`config.mk`:
```
export PLATFORM = sky130hd
export DESIGN_NAME = fetch_unit
export DESIGN_NICKNAME = d
export VERILOG_FILES = /design/src/rtl/fetch_unit.sv
export SDC_FILE = /design/constraint.sdc
export NUM_CORES = 1
export LEC_CHECK = 0
export BUFFER_PORTS_ARGS = -buffer_cell sky130_fd_sc_hd__buf_4
export CAP_MARGIN = 25
export CORE_MARGIN = 1
export CORE_UTILIZATION = 45
export CTS_BUF_LIST = sky130_fd_sc_hd__clkbuf_8 sky130_fd_sc_hd__clkbuf_16
export CTS_CLUSTER_DIAMETER = 120
export DETAILED_ROUTE_END_ITERATION = 8
export GPL_TIMING_DRIVEN = 0
export MAX_ROUTING_LAYER = met4
export PLACE_DENSITY = 0.71
export RECOVER_POWER = 25
export SLEW_MARGIN = 0
export SYNTH_ARGS = -nofsm -noshare
export SYNTH_HDL_FRONTEND = slang
export SYNTH_SLANG_ARGS = --single-unit
```
`constraint.sdc`:
```
create_clock -name iCLK -period 3.3 [get_ports iCLK]
set_input_delay 0.495 -clock iCLK [delete_from_list [all_inputs] [get_ports iCLK]]
set_output_delay 0.495 -clock iCLK [all_outputs]
set_load 0.02 [all_outputs]
```
`src/rtl/fetch_unit.sv`:
```
// RV32I instruction fetch front end: PC, imem handshake,
// PC-tagged instruction FIFO and branch redirect/flush.
module fetch_unit #(
  parameter int              PC_W     = 8,
  parameter logic [PC_W-1:0] RESET_PC = '0,
  parameter int              DEPTH    = 2
) (
  input  logic            iCLK,
  input  logic            iRST,
  output logic            oIMEM_REQ,
  output logic [PC_W-1:0] oIMEM_ADDR,
  input  logic            iIMEM_GNT,
  input  logic            iIMEM_RVALID,
  input  logic [31:0]     iIMEM_RDATA,
  input  logic            iBR_VALID,
  input  logic [31:0]     iBR_TARGET,
  output logic            oIR_VALID,
  output logic [31:0]     oIR,
  output logic [PC_W-1:0] oPC,
  input  logic            iIR_READY,
  output logic            oMISALIGN
);

  localparam int PW = (DEPTH > 1) ? $clog2(DEPTH) : 1;
  localparam int CW = $clog2(DEPTH + 1);

  typedef enum logic [1:0] {
    S_REQ,
    S_WAIT,
    S_DROP
  } state_t;

  state_t          state_q, state_d;
  logic [PC_W-1:0] fetch_pc_q, fetch_pc_d;
  logic [PC_W-1:0] req_pc_q, req_pc_d;
  logic [CW-1:0]   count_q, count_d;
  logic [PW-1:0]   rd_ptr_q, rd_ptr_d;
  logic [PW-1:0]   wr_ptr_q, wr_ptr_d;
  logic            misalign_q, misalign_d;
  logic [31:0]     ir_mem_q [DEPTH];
  logic [PC_W-1:0] pc_mem_q [DEPTH];

  logic          br_ok;
  logic          space;
  logic          hs;
  logic          push;
  logic          pop;
  logic [CW:0]   occ;

  function automatic logic [PW-1:0] nxt(
    input logic [PW-1:0] p
  );
    return (p == PW'(DEPTH - 1)) ? '0 : p + PW'(1);
  endfunction

  // An outstanding request reserves a FIFO slot.
  always_comb begin
    occ   = {1'b0, count_q}
          + {{CW{1'b0}}, state_q == S_WAIT};
    space = occ < (CW + 1)'(DEPTH);
    br_ok = iBR_VALID
          & (iBR_TARGET[1:0] == 2'b00);
  end

  assign oIMEM_REQ  = ~iRST
                    & (state_q == S_REQ)
                    & space
                    & ~iBR_VALID;
  assign oIMEM_ADDR = fetch_pc_q;
  assign hs         = oIMEM_REQ & iIMEM_GNT;

  assign oIR_VALID  = (count_q != '0);
  assign oIR        = oIR_VALID
                    ? ir_mem_q[rd_ptr_q] : '0;
  assign oPC        = oIR_VALID
                    ? pc_mem_q[rd_ptr_q] : '0;
  assign oMISALIGN  = misalign_q;

  assign push = (state_q == S_WAIT)
              & iIMEM_RVALID & ~br_ok;
  assign pop  = oIR_VALID & iIR_READY;

  always_comb begin
    state_d    = state_q;
    fetch_pc_d = fetch_pc_q;
    req_pc_d   = req_pc_q;
    count_d    = count_q;
    rd_ptr_d   = rd_ptr_q;
    wr_ptr_d   = wr_ptr_q;
    misalign_d = iBR_VALID
               & (iBR_TARGET[1:0] != 2'b00);

    unique case (1'b1)
      state_q == S_REQ: begin
        if (hs) begin
          fetch_pc_d = fetch_pc_q + PC_W'(4);
          req_pc_d   = fetch_pc_q;
          state_d    = S_WAIT;
        end
      end
      state_q == S_WAIT: begin
        if (iIMEM_RVALID)
          state_d = S_REQ;
        else if (br_ok)
          state_d = S_DROP;
      end
      state_q == S_DROP: begin
        if (iIMEM_RVALID)
          state_d = S_REQ;
      end
      default: state_d = S_REQ;
    endcase

    if (br_ok) begin
      fetch_pc_d = iBR_TARGET[PC_W-1:0];
      count_d    = '0;
      rd_ptr_d   = '0;
      wr_ptr_d   = '0;
    end else begin
      unique case (1'b1)
        push & ~pop: begin
          count_d  = count_q + CW'(1);
          wr_ptr_d = nxt(wr_ptr_q);
        end
        ~push & pop: begin
          count_d  = count_q - CW'(1);
          rd_ptr_d = nxt(rd_ptr_q);
        end
        push & pop: begin
          wr_ptr_d = nxt(wr_ptr_q);
          rd_ptr_d = nxt(rd_ptr_q);
        end
        default: ;
      endcase
    end
  end

  always_ff @(posedge iCLK or posedge iRST) begin
    if (iRST) begin
      state_q    <= S_REQ;
      fetch_pc_q <= RESET_PC;
      req_pc_q   <= '0;
      count_q    <= '0;
      rd_ptr_q   <= '0;
      wr_ptr_q   <= '0;
      misalign_q <= 1'b0;
    end else begin
      state_q    <= state_d;
      fetch_pc_q <= fetch_pc_d;
      req_pc_q   <= req_pc_d;
      count_q    <= count_d;
      rd_ptr_q   <= rd_ptr_d;
      wr_ptr_q   <= wr_ptr_d;
      misalign_q <= misalign_d;
    end
  end

  always_ff @(posedge iCLK or posedge iRST) begin
    if (iRST) begin
      for (int i = 0; i < DEPTH; i++) begin
        ir_mem_q[i] <= '0;
        pc_mem_q[i] <= '0;
      end
    end else if (push) begin
      ir_mem_q[wr_ptr_q] <= iIMEM_RDATA;
      pc_mem_q[wr_ptr_q] <= req_pc_q;
    end
  end

endmodule

```
==> Flow_metrics.wiki <==
{| class="wikitable"
! Metric !! Value
|-
| Result of the run || complete, but fails checks
|-
| Failing checks || capacitance limit, slew limit
|-
| Worst Hold Class || in -> reg
|-
| Initial Utilization || 0.468
|-
| Total leakage power || about 2.7 nW
|-
| Cells resized by post-CTS repair || 0
|-
| Post-synthesis cell count || 355
|-
| YS warnings || 0
|-
| Number of instances in the placed design || 585
|-
| Headroom to the max-slew limit || -0.411
|-
| Via count of the first global-routing pass || 3094
|-
| Post-route insts no fill || between 600 and 700
|-
| Top library cells by usage in the layout, fill and taps aside || dfrtp_1, buf_4, mux2_2
|-
| Post-CTS setup buffers || 0
|-
| Terminus of the critical flop-to-flop path || ir_mem_q[55]
|-
| Most frequently used flop master after synthesis || dfrtp_1
|-
| Number of enable flip-flop cells after synthesis || 0
|-
| Area fraction of the dominant cell type after synthesis || 0.558
|-
| CTS Hold Bufs || 0
|-
| I/O pin count || 121
|-
| Library cell occupying the most area in the post-synthesis netlist || dfrtp_1
|-
| R2r setup slk || 1.53 ns
|-
| Fraction of the yosys area taken by sequential cells || 0.558
|-
| Total nets after synthesis || between 400 and 500
|-
| Final standard cell utilization of the core || 0.579
|-
| Starting DRT DRC Count || 54
|-
| Total inserted antenna cells || 0
|-
| HPWL reported at the end of detailed placement || 6440 microns
|-
| Max cap viols || 1
|-
| Count of input and output buffers || 96
|-
| Fraction of registers with async set or reset after synthesis || 1.00
|-
| Max frequency || ~400 MHz
|-
| Worst clock skew on the final layout || 0.00614 ns
|-
| Final-report hold violation count || 0
|-
| Clock transition at the registers of the reported paths || approximately 0.09 ns
|-
| DRT Pass-1 Iters || 4
|-
| CP Data Required Time || 2.80 ns
|-
| Die width || 103 microns
|-
| Commonest non-fill, non-tap cell in the layout || dfrtp_1
|-
| Register-to-Register Path Depth || 4
|-
| Transition time at the pin with the least slew margin || 2.11 ns
|-
| Power per cell area || 740 mW/mm^2
|-
| Total routed wirelength || between 9000 and 10000 microns
|-
| CTS Buf Count || 9
|-
| Final setup violation count || 0
|-
| Final critical path time including I/O delays and setup || 2.47 ns
|-
| Hold worst-path end || state_q[1]
|-
| Full die area || 0.0107 sq mm
|-
| Startpoint of the most critical setup path || count_q[1]
|-
| Total Nets Final || 534
|-
| Final cycle utilization of the critical path || 0.749
|-
| Per-cell routed wire length || about 15 microns
|-
| Class of the most critical setup path || reg -> out
|-
| Vias || 3048
|-
| Arrival time at the worst endpoint || just under 2 ns
|-
| Count of unique library cells instantiated by Yosys || 30
|-
| Clock latency reported for the late side of the worst-skew pair || 0.36 ns
|-
| Number of core rows || 36
|-
| Maximum number of pins on one net before global-route repair || 59
|-
| Number of vias per cell || 5.07
|-
| Synth top area cells || dfrtp_1, mux2_2, mux2i_1
|-
| Startpoint of the lowest-slack register-to-register path || state_q[1]
|-
| Wire length of the first global-routing pass || 14900 microns
|-
| Number of pins exceeding their max-slew limit in the final report || 46
|-
| Peak supply drop || between 0.2 and 0.3 mV
|-
| Post-synthesis cell area || 0.00462 sq mm
|-
| Maximum clock insertion buffer count || 2
|-
| Synthesized area per cell || 13.0 sq um
|-
| Count of state elements after synthesis || between 100 and 150
|-
| Core Region || roughly 0.0099 sq mm
|-
| Number of H-tree levels || 3
|-
| RSZ-0062 raised after global routing || false
|-
| Combined global-route utilization of all metal layers || 0.191
|-
| Kind of end point of the critical path || output pin
|-
| CP startpoint kind || flop
|-
| TritonCTS clock tree || built
|-
| Clock Tree Root || clkbuf_8
|-
| Die Span Y || 103 microns
|-
| Number of remaining DRC errors || 0
|-
| Routability Congestion || 0.724
|-
| Worst Hold Path Cells || 2
|-
| Area delta synth->final || 23.7%
|-
| Post-detailed-route count of antenna-violating nets || 0
|-
| Top fanout value on the critical path || 10
|-
| Min-delay src || iIMEM_RVALID
|-
| Initial antenna violation count || 0
|-
| CTS Sinks || between 100 and 150
|-
| Sum of overflow across all layers after global routing || 0
|-
| Share of post-route cells with drive strength above 1 || 0.451
|}
Yosys cell counts, types with 2 or more instances:
| master | count |
|---|---|
| or3_1 | 2 |
| mux2_2 | 82 |
| a21oi_1 | 3 |
| inv_1 | 3 |
| buf_4 | 4 |
| mux2_1 | 5 |
| nand3_1 | 3 |
| nor2_1 | 50 |
| nor2b_1 | 2 |
| clkbuf_1 | 7 |
| a31oi_1 | 2 |
| nor3_1 | 2 |
| xor2_1 | 6 |
| o21ai_0 | 6 |
| buf_2 | 9 |
| dfrtp_1 | 103 |
| nand2_1 | 10 |
| mux2i_1 | 43 |
| and2_1 | 2 |
through the flow:
step	power, W	worst slack [ns]	hold WS (ns)	cell area (sq um)	TNS [ns]
finish	0.00423	0.828	0.322	5720	0
global placement	0.00346	-1.03	0.467	5510	-105.46
detailed placement	0.00354	1.12	0.476	5540	0
floorplan	0.00310	0.101	0.457	4620	0
CTS	0.00428	0.706	0.238	5720	0
global route	0.00453	0.651	0.310	5720	0
power by group:
group          total (W)  switching, W  leakage (nW)  internal (W)
clock           0.000738      0.000406         0.105      0.000332
sequential       0.00206      0.000279          1.28       0.00178
combinational    0.00143      0.000641          1.31      0.000790
total            0.00423       0.00133          2.70       0.00290
worst max-delay path: stages, from the launching register on:
cell	delay, ns
dfrtp_1	0.46
nor2_1	0.38
clkbuf_1	0.45
nor2_1	0.15
buf_4	0.19
how the worst max path moves through the flow:
stage,endpoint,slack (ns),depth (start not counted)
floorplan,count_q[0],0.10,1
global placement,ir_mem_q[9],-1.03,2
detailed placement,oIR[19],1.12,4
CTS,oIR[19],0.71,4
global route,oIR[30],0.65,4
finish,oIR[19],0.83,4
state kept, by name, summed over array words and instances (netlist names):
name        count
ir_mem_q       64
pc_mem_q       16
oIMEM_ADDR      8
req_pc_q        8
count_q         2
state_q         2
oMISALIGN       1
rd_ptr_q        1
wr_ptr_q        1
layer usage:
metal / up-vias / wire (microns) / GRT usage
met5: - / 0 / -
met4: 0 / 146 / 0.0834
met3: 15 / 338 / 0.0302
met2: 64 / 4440 / 0.298
met1: 1524 / 4240 / 0.249
li1: 1445 / - / -
area by class of cell:
type | count | area (sq um)
Inverter | 3 | 12.5
Clock buffer | 12 | 165
Buffer | 20 | 101
Tap cell | 133 | 166
Fill cell | 856 | 4150
Sequential cell | 103 | 2580
Clock inverter | 4 | 21.3
Multi-Input combinational cell | 229 | 1930
Timing Repair Buffer | 97 | 741
cells by family (layout without fill, tap and decap cells):
group,after synthesis,in the layout,share of synthesized area
multiplexers,130,130,0.305
flip-flops,103,103,0.558
AND/OR/NAND/NOR,79,79,0.0826
buffers and inverters,23,136,0.0244
AO/OA/AOI/OAI,13,13,0.0160
XOR/XNOR,6,6,0.0114
adder cells (fa/ha/maj),1,1,0.00271
Note: power is estimated with default switching activity, not from simulation.
